`src/rtl/alu_seq_pkg.sv`:
```
// Shared types and constants for the ALU micro-program sequencer.
package alu_seq_pkg;

    typedef enum logic [2:0] {
        S_IDLE,
        S_CLEAR,
        S_FETCH,
        S_SETUP,
        S_PULSE,
        S_GAP,
        S_DONE
    } seqState_t;

    // Instruction word layout at the default 8-bit data width: {halt, op, data}
    localparam int OP_W     = 4;
    localparam int HALT_BIT = 12;
    localparam int OP_MSB   = 11;
    localparam int OP_LSB   = 8;
    localparam int DATA_MSB = 7;
    localparam int DATA_LSB = 0;

    // ALU opcodes, passed through to the ALU unchanged
    localparam logic [3:0] OP_ADD   = 4'd0;
    localparam logic [3:0] OP_SUB   = 4'd1;
    localparam logic [3:0] OP_SHL   = 4'd2;
    localparam logic [3:0] OP_SHR   = 4'd3;
    localparam logic [3:0] OP_CMP   = 4'd4;
    localparam logic [3:0] OP_LAND  = 4'd5;
    localparam logic [3:0] OP_LOR   = 4'd6;
    localparam logic [3:0] OP_XOR   = 4'd7;
    localparam logic [3:0] OP_NAND  = 4'd8;
    localparam logic [3:0] OP_NOR   = 4'd9;
    localparam logic [3:0] OP_XNOR  = 4'd10;
    localparam logic [3:0] OP_NOT   = 4'd11;
    localparam logic [3:0] OP_NEG   = 4'd12;
    localparam logic [3:0] OP_MOVYA = 4'd13;
    localparam logic [3:0] OP_SWAP  = 4'd14;
    localparam logic [3:0] OP_LOADA = 4'd15;

    // Builds a default-width instruction word
    function automatic logic [HALT_BIT:0] packWord(input logic halt,
                                                   input logic [OP_W-1:0] op,
                                                   input logic [DATA_MSB:0] data);
        return {halt, op, data};
    endfunction

endpackage

```
`src/rtl/alu_seq_prog_mem.sv`:
```
// Program store: one write port, registered read port, contents not reset.
module alu_seq_prog_mem
    import alu_seq_pkg::*;
#(
    parameter int DEPTH  = 16,
    parameter int ADDR_W = 4,
    parameter int WORD_W = HALT_BIT + 1
) (
    input  logic              clk,
    input  logic              i_we,
    input  logic [ADDR_W-1:0] i_wrAddr,
    input  logic [WORD_W-1:0] i_wrData,
    input  logic              i_re,
    input  logic [ADDR_W-1:0] i_rdAddr,
    output logic [WORD_W-1:0] o_rdData
);

    logic [WORD_W-1:0] r_mem [DEPTH];

    // Write a word when enabled; read word appears one cycle after the read enable
    always_ff @(posedge clk) begin
        if (i_we) begin
            r_mem[i_wrAddr] <= i_wrData;
        end
        if (i_re) begin
            o_rdData <= r_mem[i_rdAddr];
        end
    end

endmodule

```
`src/rtl/alu_sequencer.sv`:
```
// Steps through the program memory and drives the ALU with a
// setup / one-cycle doAction pulse / gap sequence per instruction.
module alu_sequencer
    import alu_seq_pkg::*;
#(
    parameter int PROG_DEPTH = 16,
    parameter int ADDR_W     = 4,
    parameter int DATA_W     = 8,
    parameter int STEP_GAP   = 1
) (
    input  logic              clk,
    input  logic              reset_n,
    input  logic              prog_we,
    input  logic [ADDR_W-1:0] prog_addr,
    input  logic [DATA_W+4:0] prog_word,
    input  logic              start,
    input  logic              clr_on_start,
    input  logic              abort,
    output logic [OP_W-1:0]   alu_op,
    output logic [DATA_W-1:0] alu_data,
    output logic              alu_do,
    output logic              alu_reset,
    output logic              busy,
    output logic              done,
    output logic              aborted,
    output logic              wr_rej,
    output logic [ADDR_W-1:0] pc
);

    localparam int WordW   = DATA_W + OP_W + 1;
    localparam int HaltPos = DATA_W + OP_W;
    localparam int GapW    = (STEP_GAP > 1) ? $clog2(STEP_GAP) : 1;
    localparam logic [ADDR_W-1:0] LastAddr = ADDR_W'(PROG_DEPTH - 1);
    localparam logic [GapW-1:0]   GapLoad  = GapW'(STEP_GAP - 1);

    seqState_t         r_state;
    seqState_t         w_nextState;
    logic [ADDR_W-1:0] r_pc;
    logic [GapW-1:0]   r_gapCnt;
    logic              r_halt;
    logic [OP_W-1:0]   r_aluOp;
    logic [DATA_W-1:0] r_aluData;
    logic              r_aborted;
    logic              r_wrRej;
    logic [WordW-1:0]  w_rdWord;
    logic              w_isIdle;
    logic              w_memWe;
    logic              w_memRe;
    logic              w_gapEnd;
    logic              w_lastInstr;
    logic              w_advance;

    assign w_isIdle    = (r_state == S_IDLE);
    assign w_memWe     = prog_we && w_isIdle;
    assign w_memRe     = (r_state == S_FETCH);
    assign w_gapEnd    = (r_gapCnt == '0);
    assign w_lastInstr = r_halt || (r_pc == LastAddr);
    assign w_advance   = (r_state == S_GAP) && w_gapEnd && !w_lastInstr && !abort;

    alu_seq_prog_mem #(
        .DEPTH  (PROG_DEPTH),
        .ADDR_W (ADDR_W),
        .WORD_W (WordW)
    ) u_progMem (
        .clk      (clk),
        .i_we     (w_memWe),
        .i_wrAddr (prog_addr),
        .i_wrData (prog_word),
        .i_re     (w_memRe),
        .i_rdAddr (r_pc),
        .o_rdData (w_rdWord)
    );

    // During SETUP the freshly read word is shown directly so op/data lead the pulse by a cycle
    assign alu_op   = (r_state == S_SETUP) ? w_rdWord[DATA_W +: OP_W] : r_aluOp;
    assign alu_data = (r_state == S_SETUP) ? w_rdWord[DATA_W-1:0]     : r_aluData;
    assign aborted  = r_aborted;
    assign wr_rej   = r_wrRej;
    assign pc       = r_pc;

    // State register
    always_ff @(posedge clk or negedge reset_n) begin
        if (!reset_n) begin
            r_state <= S_IDLE;
        end else begin
            r_state <= w_nextState;
        end
    end

    // Next-state and strobe decode; abort overrides everything outside IDLE
    always_comb begin
        w_nextState = r_state;
        alu_do      = 1'b0;
        alu_reset   = 1'b0;
        busy        = !w_isIdle;
        done        = 1'b0;
        case (r_state)
            S_CLEAR: alu_reset = 1'b1;
            S_PULSE: alu_do    = 1'b1;
            S_DONE:  done      = 1'b1;
            default: ;
        endcase
        if (!w_isIdle && abort) begin
            w_nextState = S_IDLE;
        end else begin
            case (r_state)
                S_IDLE:  if (start) w_nextState = clr_on_start ? S_CLEAR : S_FETCH;
                S_CLEAR: w_nextState = S_FETCH;
                S_FETCH: w_nextState = S_SETUP;
                S_SETUP: w_nextState = S_PULSE;
                S_PULSE: w_nextState = S_GAP;
                S_GAP:   if (w_gapEnd) w_nextState = w_lastInstr ? S_DONE : S_FETCH;
                S_DONE:  w_nextState = S_IDLE;
                default: w_nextState = S_IDLE;
            endcase
        end
    end

    // Program counter, gap timer, latched instruction fields and status pulses
    always_ff @(posedge clk or negedge reset_n) begin
        if (!reset_n) begin
            r_pc      <= '0;
            r_gapCnt  <= '0;
            r_halt    <= 1'b0;
            r_aluOp   <= '0;
            r_aluData <= '0;
            r_aborted <= 1'b0;
            r_wrRej   <= 1'b0;
        end else begin
            r_aborted <= abort && !w_isIdle;
            r_wrRej   <= prog_we && !w_isIdle;
            if (w_isIdle && start) begin
                r_pc <= '0;
            end else if (w_advance) begin
                r_pc <= r_pc + 1'b1;
            end
            if (r_state == S_PULSE) begin
                r_gapCnt <= GapLoad;
            end else if (r_state == S_GAP && !w_gapEnd) begin
                r_gapCnt <= r_gapCnt - 1'b1;
            end
            if (r_state == S_SETUP) begin
                r_halt    <= w_rdWord[HaltPos];
                r_aluOp   <= w_rdWord[DATA_W +: OP_W];
                r_aluData <= w_rdWord[DATA_W-1:0];
            end
        end
    end

endmodule

```
`config.mk`:
```
export PLATFORM = sky130hd
export DESIGN_NAME = alu_sequencer
export DESIGN_NICKNAME = d
export VERILOG_FILES = /design/src/rtl/alu_seq_pkg.sv /design/src/rtl/alu_seq_prog_mem.sv /design/src/rtl/alu_sequencer.sv
export SDC_FILE = /design/constraint.sdc
export NUM_CORES = 1
export LEC_CHECK = 0
export CAP_MARGIN = 30
export CORE_UTILIZATION = 45
export DETAILED_ROUTE_END_ITERATION = 8
export GPL_ROUTABILITY_DRIVEN = 0
export PLACE_DENSITY_LB_ADDON = 0.3
export SLEW_MARGIN = 10
export SYNTH_ARGS = -nofsm -noshare
export SYNTH_HDL_FRONTEND = slang
export SYNTH_SLANG_ARGS = --single-unit
export TNS_END_PERCENT = 50
```
`constraint.sdc`:
```
create_clock -name clk -period 3.3 [get_ports clk]
set_input_delay 0.66 -clock clk [delete_from_list [all_inputs] [get_ports clk]]
set_output_delay 0.66 -clock clk [all_outputs]
set_load 0.03 [all_outputs]
```
# Word level (Yosys, flattened, before mapping)

Memories as Yosys holds them, arrays and structs flattened. A register that Yosys moved wholly into a read port is not among the register bits.
Index checks and enable logic that the tools add are counted.

Flip-flop bits (word level): 23
Latch bits: 0
RAM bits: 208
Bits in read-only memories: 0
Input port bits: 23
Output and inout port bits: 22
Word-level logic and storage cells: 54
Memories: 1

Memory list:

| name            | words | width | rd ports | clocked after Yosys merged registers in | write ports | RTL line               | text |
|---|---|---|---|---|---|---|---|
| u_progMem.r_mem | 16    | 13    | 1        | 1                                       | 1           | alu_seq_prog_mem.sv:18 | `logic [WORD_W-1:0] r_mem [DEPTH];` |

Add/sub/neg operators: 2
$mul: 0
Div/mod/pow operators: 0
$lt $le $gt $ge: 0
Equal/unequal tests: 9
Shift operators: 0
Multiplexer cells: 17
Bitwise operators: 1
Reduce and logical (&&, ||, !) cells: 16

Operators with widths:

| operator            | count |
|---|---|
| $pmux 3 s6          | 1 |
| $mux 3              | 4 |
| $mux 4              | 3 |
| $eq 3x3->1 const B  | 3 |
| $logic_and 1x1->1   | 8 |
| $mux 8              | 1 |
| $mux 1              | 7 |
| $eq 3x2->1 const B  | 2 |
| $add 4x1->4 const B | 1 |
| $eq 4x4->1 const B  | 1 |
| $reduce_bool 2->1   | 2 |
| $eq 3x1->1 const B  | 1 |
| $logic_not 1->1     | 3 |
| $logic_not 3->1     | 1 |
| $ne 3x2->1 const B  | 1 |
| $ne 3x3->1 const B  | 1 |
| $mux 2              | 1 |
| $reduce_and 2->1    | 1 |
| $logic_or 1x1->1    | 1 |
| $not 1->1           | 1 |
| $sub 1x1->1 const B | 1 |

# Longest topological paths before layout

Gate-level depths: netlist of the first run.

Depth in word-level cells: 7
Depth in mapped cells: 7
Mapped depth without buffers: 5

# Hierarchy

From an unflattened synthesis of the first run, not the netlist that was laid out.

Cells, all modules: 449
Area total of the unflattened synthesis: 9,477.8 um^2

Modules (own cells, without submodules):

| module           | times used | cells an instance | area an instance (um^2) | seq. area each (um^2) |
|---|---|---|---|---|
| alu_seq_prog_mem | 1          | 355               | 8,373.0                 | 6,636.4 |
| alu_sequencer    | 1          | 94                | 1,104.8                 | 575.6 |

# Worst setup path after synthesis of the first run

OpenSTA, ideal clock, no wires.

Kind: register -> register
Start: reg r_state[1]
End: mem u_progMem.r_mem[2][0] (netlist bit), enable pin
Setup time: 0.399 ns
Data arrival time: 1.925 ns
Required time: 2.901 ns
Path slack: 0.975 ns
Cell stages (with the launch flop): 5
Path buffers: 1
Period minus slack after synthesis: 2.325 ns
Path through: dfrtp_1 -> buf_4 -> nor3_4 -> nand4b_1 -> nor3_1

Cells in the longest elaborated chain, start to end: 4

RTL lines:

| element                      | RTL line               | text |
|---|---|---|
| start: declaration           | alu_sequencer.sv:36    | `seqState_t r_state;` |
| start signal: assignment     | alu_sequencer.sv:86    | `r_state <= w_nextState;` |
| $logic_not 3->1              | alu_sequencer.sv:53    | `assign w_isIdle = (r_state == S_IDLE);` |
| $logic_and 1x1->1            | alu_sequencer.sv:54    | `assign w_memWe = prog_we && w_isIdle;` |
| $mux 1                       | alu_seq_prog_mem.sv:22 | `if (i_we) begin` |
| $mux 1 (not written as such) | alu_seq_prog_mem.sv:23 | `r_mem[i_wrAddr] <= i_wrData;` |
| end: declaration             | alu_seq_prog_mem.sv:18 |  |

No other way between the ends.

# Final worst setup path of the first run

Start: reg r_state[2]
End: out alu_op[0]

Cells in the longest elaborated chain, start to end: 2

RTL lines:

| element          | RTL line            | text |
|---|---|---|
| $eq 3x2->1       | alu_sequencer.sv:75 | `assign alu_op = (r_state == S_SETUP) ? w_rdWord[DATA_W +: OP_W] : r_aluOp;` |
| $mux 4           | n/a                 |  |
| end: declaration | alu_sequencer.sv:19 | `output logic [OP_W-1:0] alu_op,` |

No other way between the ends.

==> impl_metrics.ini, run 1 <==
[critical_path]
start_kind = flop
critPathArrivalTime_ns = 2.46
crit_required_ns = 2.64
worst-setup-path-type = reg2out
r2r-end = u_progMem.o_rdData[0]$_DFFE_PP_
rr_startpoint = pc[3]$_DFFE_PN0P_
crit_fanout = 14
rrSetupSlack_ns = 1.10
ff2ff_path_depth = 4
critPathCaptureType = output pin

[floorplan]
initial_core_util = 0.4602
rows = 53
die-height_um = 148.9
die_x_um = 148.9
core_area_mm2 = 0.02109
dieArea_mm2 = 0.02216
io_pins = 45

[cells_and_area]
multiInputGateArea_mm2 = 0.002277
mostFrequentLayoutCell = edfxtp_1
diodes = 0
fin_util = 0.5396
final_cells = 862
final_cell_area_mm2 = 0.01138
final_cell_mix = 221 x edfxtp_1, 52 x mux2i_1, 44 x clkdlybuf4s50_1
n_fill_cell = 1627
regArea_mm2 = 0.007217
area_delta_synth_final_pct = 17.26
nets = 591
layout-drive-gt1-share = 0.2266

[synth]
netlist.area_leader.share = 0.6839
synth.avg_cell_area_um2 = 19.64
yosysUniqueCellTypes = 46
yosys_warnings = 0
synth.area.top_cells = edfxtp_1 68%, mux4_2 6.0%, dfrtp_1 5.9%
netlist_area_mm2 = 0.009704
synth-edff-count = 221
postSynthCellCount = 494
async_flop_share = 0.09426
synth_nets = 518
synth_top_cell_by_area = edfxtp_1
yosysSeqAreaShare = 0.7432
synthFlopType = edfxtp_1
synth_seq_cells = 244

[sta]
worst_pin_slew_ns = 0.7756
final_hold_viol_count = 0
setup_viol = 0
rsz0062_at_grt = no
period_needed_ns = 3.116
fin_ws_ns = 0.1841
finalClockSkew_ns = 0.009971
setup_tns_ns = 0
timing.fmax_mhz = 320.9
slew-limit-headroom = 0.4824
period_share = 0.9442
hold-worst-slack_ns = 0.3545
slew_viol_final = 0

[placed_design]
numPortBuffers = 44
dp_hpwl_um = 11650
place_area_mm2 = 0.01050
place_inst = 812
post-place-ws_ns = 0.3917

[cts]
postCtsHoldBufs = 0
numCtsBuffers = 26
cts_buffer_depth = 3
numClockSinks = 244
htreeDepth = 1
root_buffer = clkbuf_16
cts.clk_slew.worst_paths_ns = 0.06
clock_latency_ns = 0.52
cts_tree = yes

[global_routing]
grt_pass1_wl_um = 27480
grt_pass1_vias = 4844
grt_max_degree = 28
grt.overflow.total = 0
antenna_found_initial = 0
grt_usage = 0.1649

[drt]
dr.pass1.iters = 4
drt_wl_total_um = 17930
drt_iter0_markers = 247
vias = 4684
routed_via_density = 5.434
drc = 0
wire_per_inst_um = 20.80
ant_nets = 0

[power]
worst_ir_drop_vdd_uv = 334.8
power_density_mw_per_mm2 = 668.6
p_total_mw = 7.609
leakagePower_nw = 3.697

[min_path]
hp-class = in2async

[job]
drv_cap = 0

[run_status]
status = finished clean
## worst max-delay path, stage by stage, from the launching register on
cell and delay (ns):
dfrtp_1 0.61, or2_4 0.36, mux2_1 0.37, clkdlybuf4s50_1 0.60
## kinds of logic (layout without fill, tap and decap cells)
kind of cell / Yosys count / in the layout / synth area share
DFF: 244 / 244 / 0.7432
muxes: 91 / 91 / 0.1325
and+or+nand+nor: 64 / 64 / 0.03404
AOI/OAI and AO/OA: 62 / 62 / 0.06150
buffers and inverters: 29 / 122 / 0.02475
xor gates and xnor gates: 3 / 3 / 0.002708
adders and majority gates: 1 / 1 / 0.001289
## power breakdown
group          internal (mW)  leakage (nW)  switching (mW)  total [mW]
logic                  0.492          1.01           0.618        1.11
clock network           1.71         0.405            1.11        2.82
registers               3.59          2.28          0.0850        3.68
## cells in the mapped netlist, types with 2 or more instances
master / count
buf_2: 3
mux2i_1: 52
mux4_2: 26
a22oi_1: 13
clkbuf_4: 2
a21oi_1: 3
a221oi_2: 20
inv_1: 3
dfrtp_1: 23
o21ai_1: 2
nand4b_1: 2
buf_6: 10
buf_1: 2
and2_1: 3
nor2b_1: 3
nand4_1: 2
nor2_1: 17
edfxtp_1: 221
nand3_1: 3
o21ai_0: 11
mux2_4: 9
buf_8: 3
nand2b_1: 2
nor3b_1: 2
nand2_1: 19
mux2_1: 4
buf_4: 3
clkbuf_1: 3
xor2_1: 2
nor3_1: 5
a221oi_1: 6
## routing by layer
metal / up-vias / GRT usage / routed length (um)
met1: 2394 / 0.2239 / 8099
met5: - / 0 / 0
met3: 28 / 0.02049 / 797
met4: 0 / 0.05153 / 332
met2: 107 / 0.2780 / 8701
li1: 2155 / - / -
## flip-flops by register name, summed over array words and instances, names as in the netlist
name / flops
u_progMem.r_mem: 208
u_progMem.o_rdData: 13
r_aluData: 8
pc: 4
r_aluOp: 4
r_state: 3
aborted: 1
r_gapCnt: 1
r_halt: 1
wr_rej: 1
## cell type report
class,count,share of cell area
Multi-Input combinational cell,221,0.2001
Clock inverter,11,0.01034
Inverter,3,0.0009896
Clock buffer,37,0.06443
Sequential cell,244,0.6342
Tap cell,275,0.03024
Timing Repair Buffer,71,0.05970
## how the worst max path moves through the flow
stage	slack (ns)	endpoint	cells after the start	startpoint
2_1_floorplan	0.98	u_progMem.r_mem[2][0]$_DFFE_PP_	4	r_state[1]$_DFFE_PN0P_
3_3_place_gp	0.46	alu_op[1]	3	r_state[2]$_DFFE_PN0P_
3_5_place_dp	0.39	alu_op[0]	3	r_state[2]$_DFFE_PN0P_
4_1_cts	0.04	alu_op[0]	3	r_state[2]$_DFFE_PN0P_
5_1_grt	0.09	alu_op[0]	3	r_state[2]$_DFFE_PN0P_
6_report	0.18	alu_op[0]	3	r_state[2]$_DFFE_PN0P_
## what timing repair did
action	CTS	global route
endpoints found under the setup margin	12	3
gates resized for setup	2	1
buffers inserted	0	0
No activity file was read; power rests on OpenSTA's default activity.
==> run 2: changes to the inputs <==
Settings changed: CTS_CLUSTER_DIAMETER from default to 200.
==> results of run 2 <==
Final layout, timing and power as in run 1 (identical DEF).
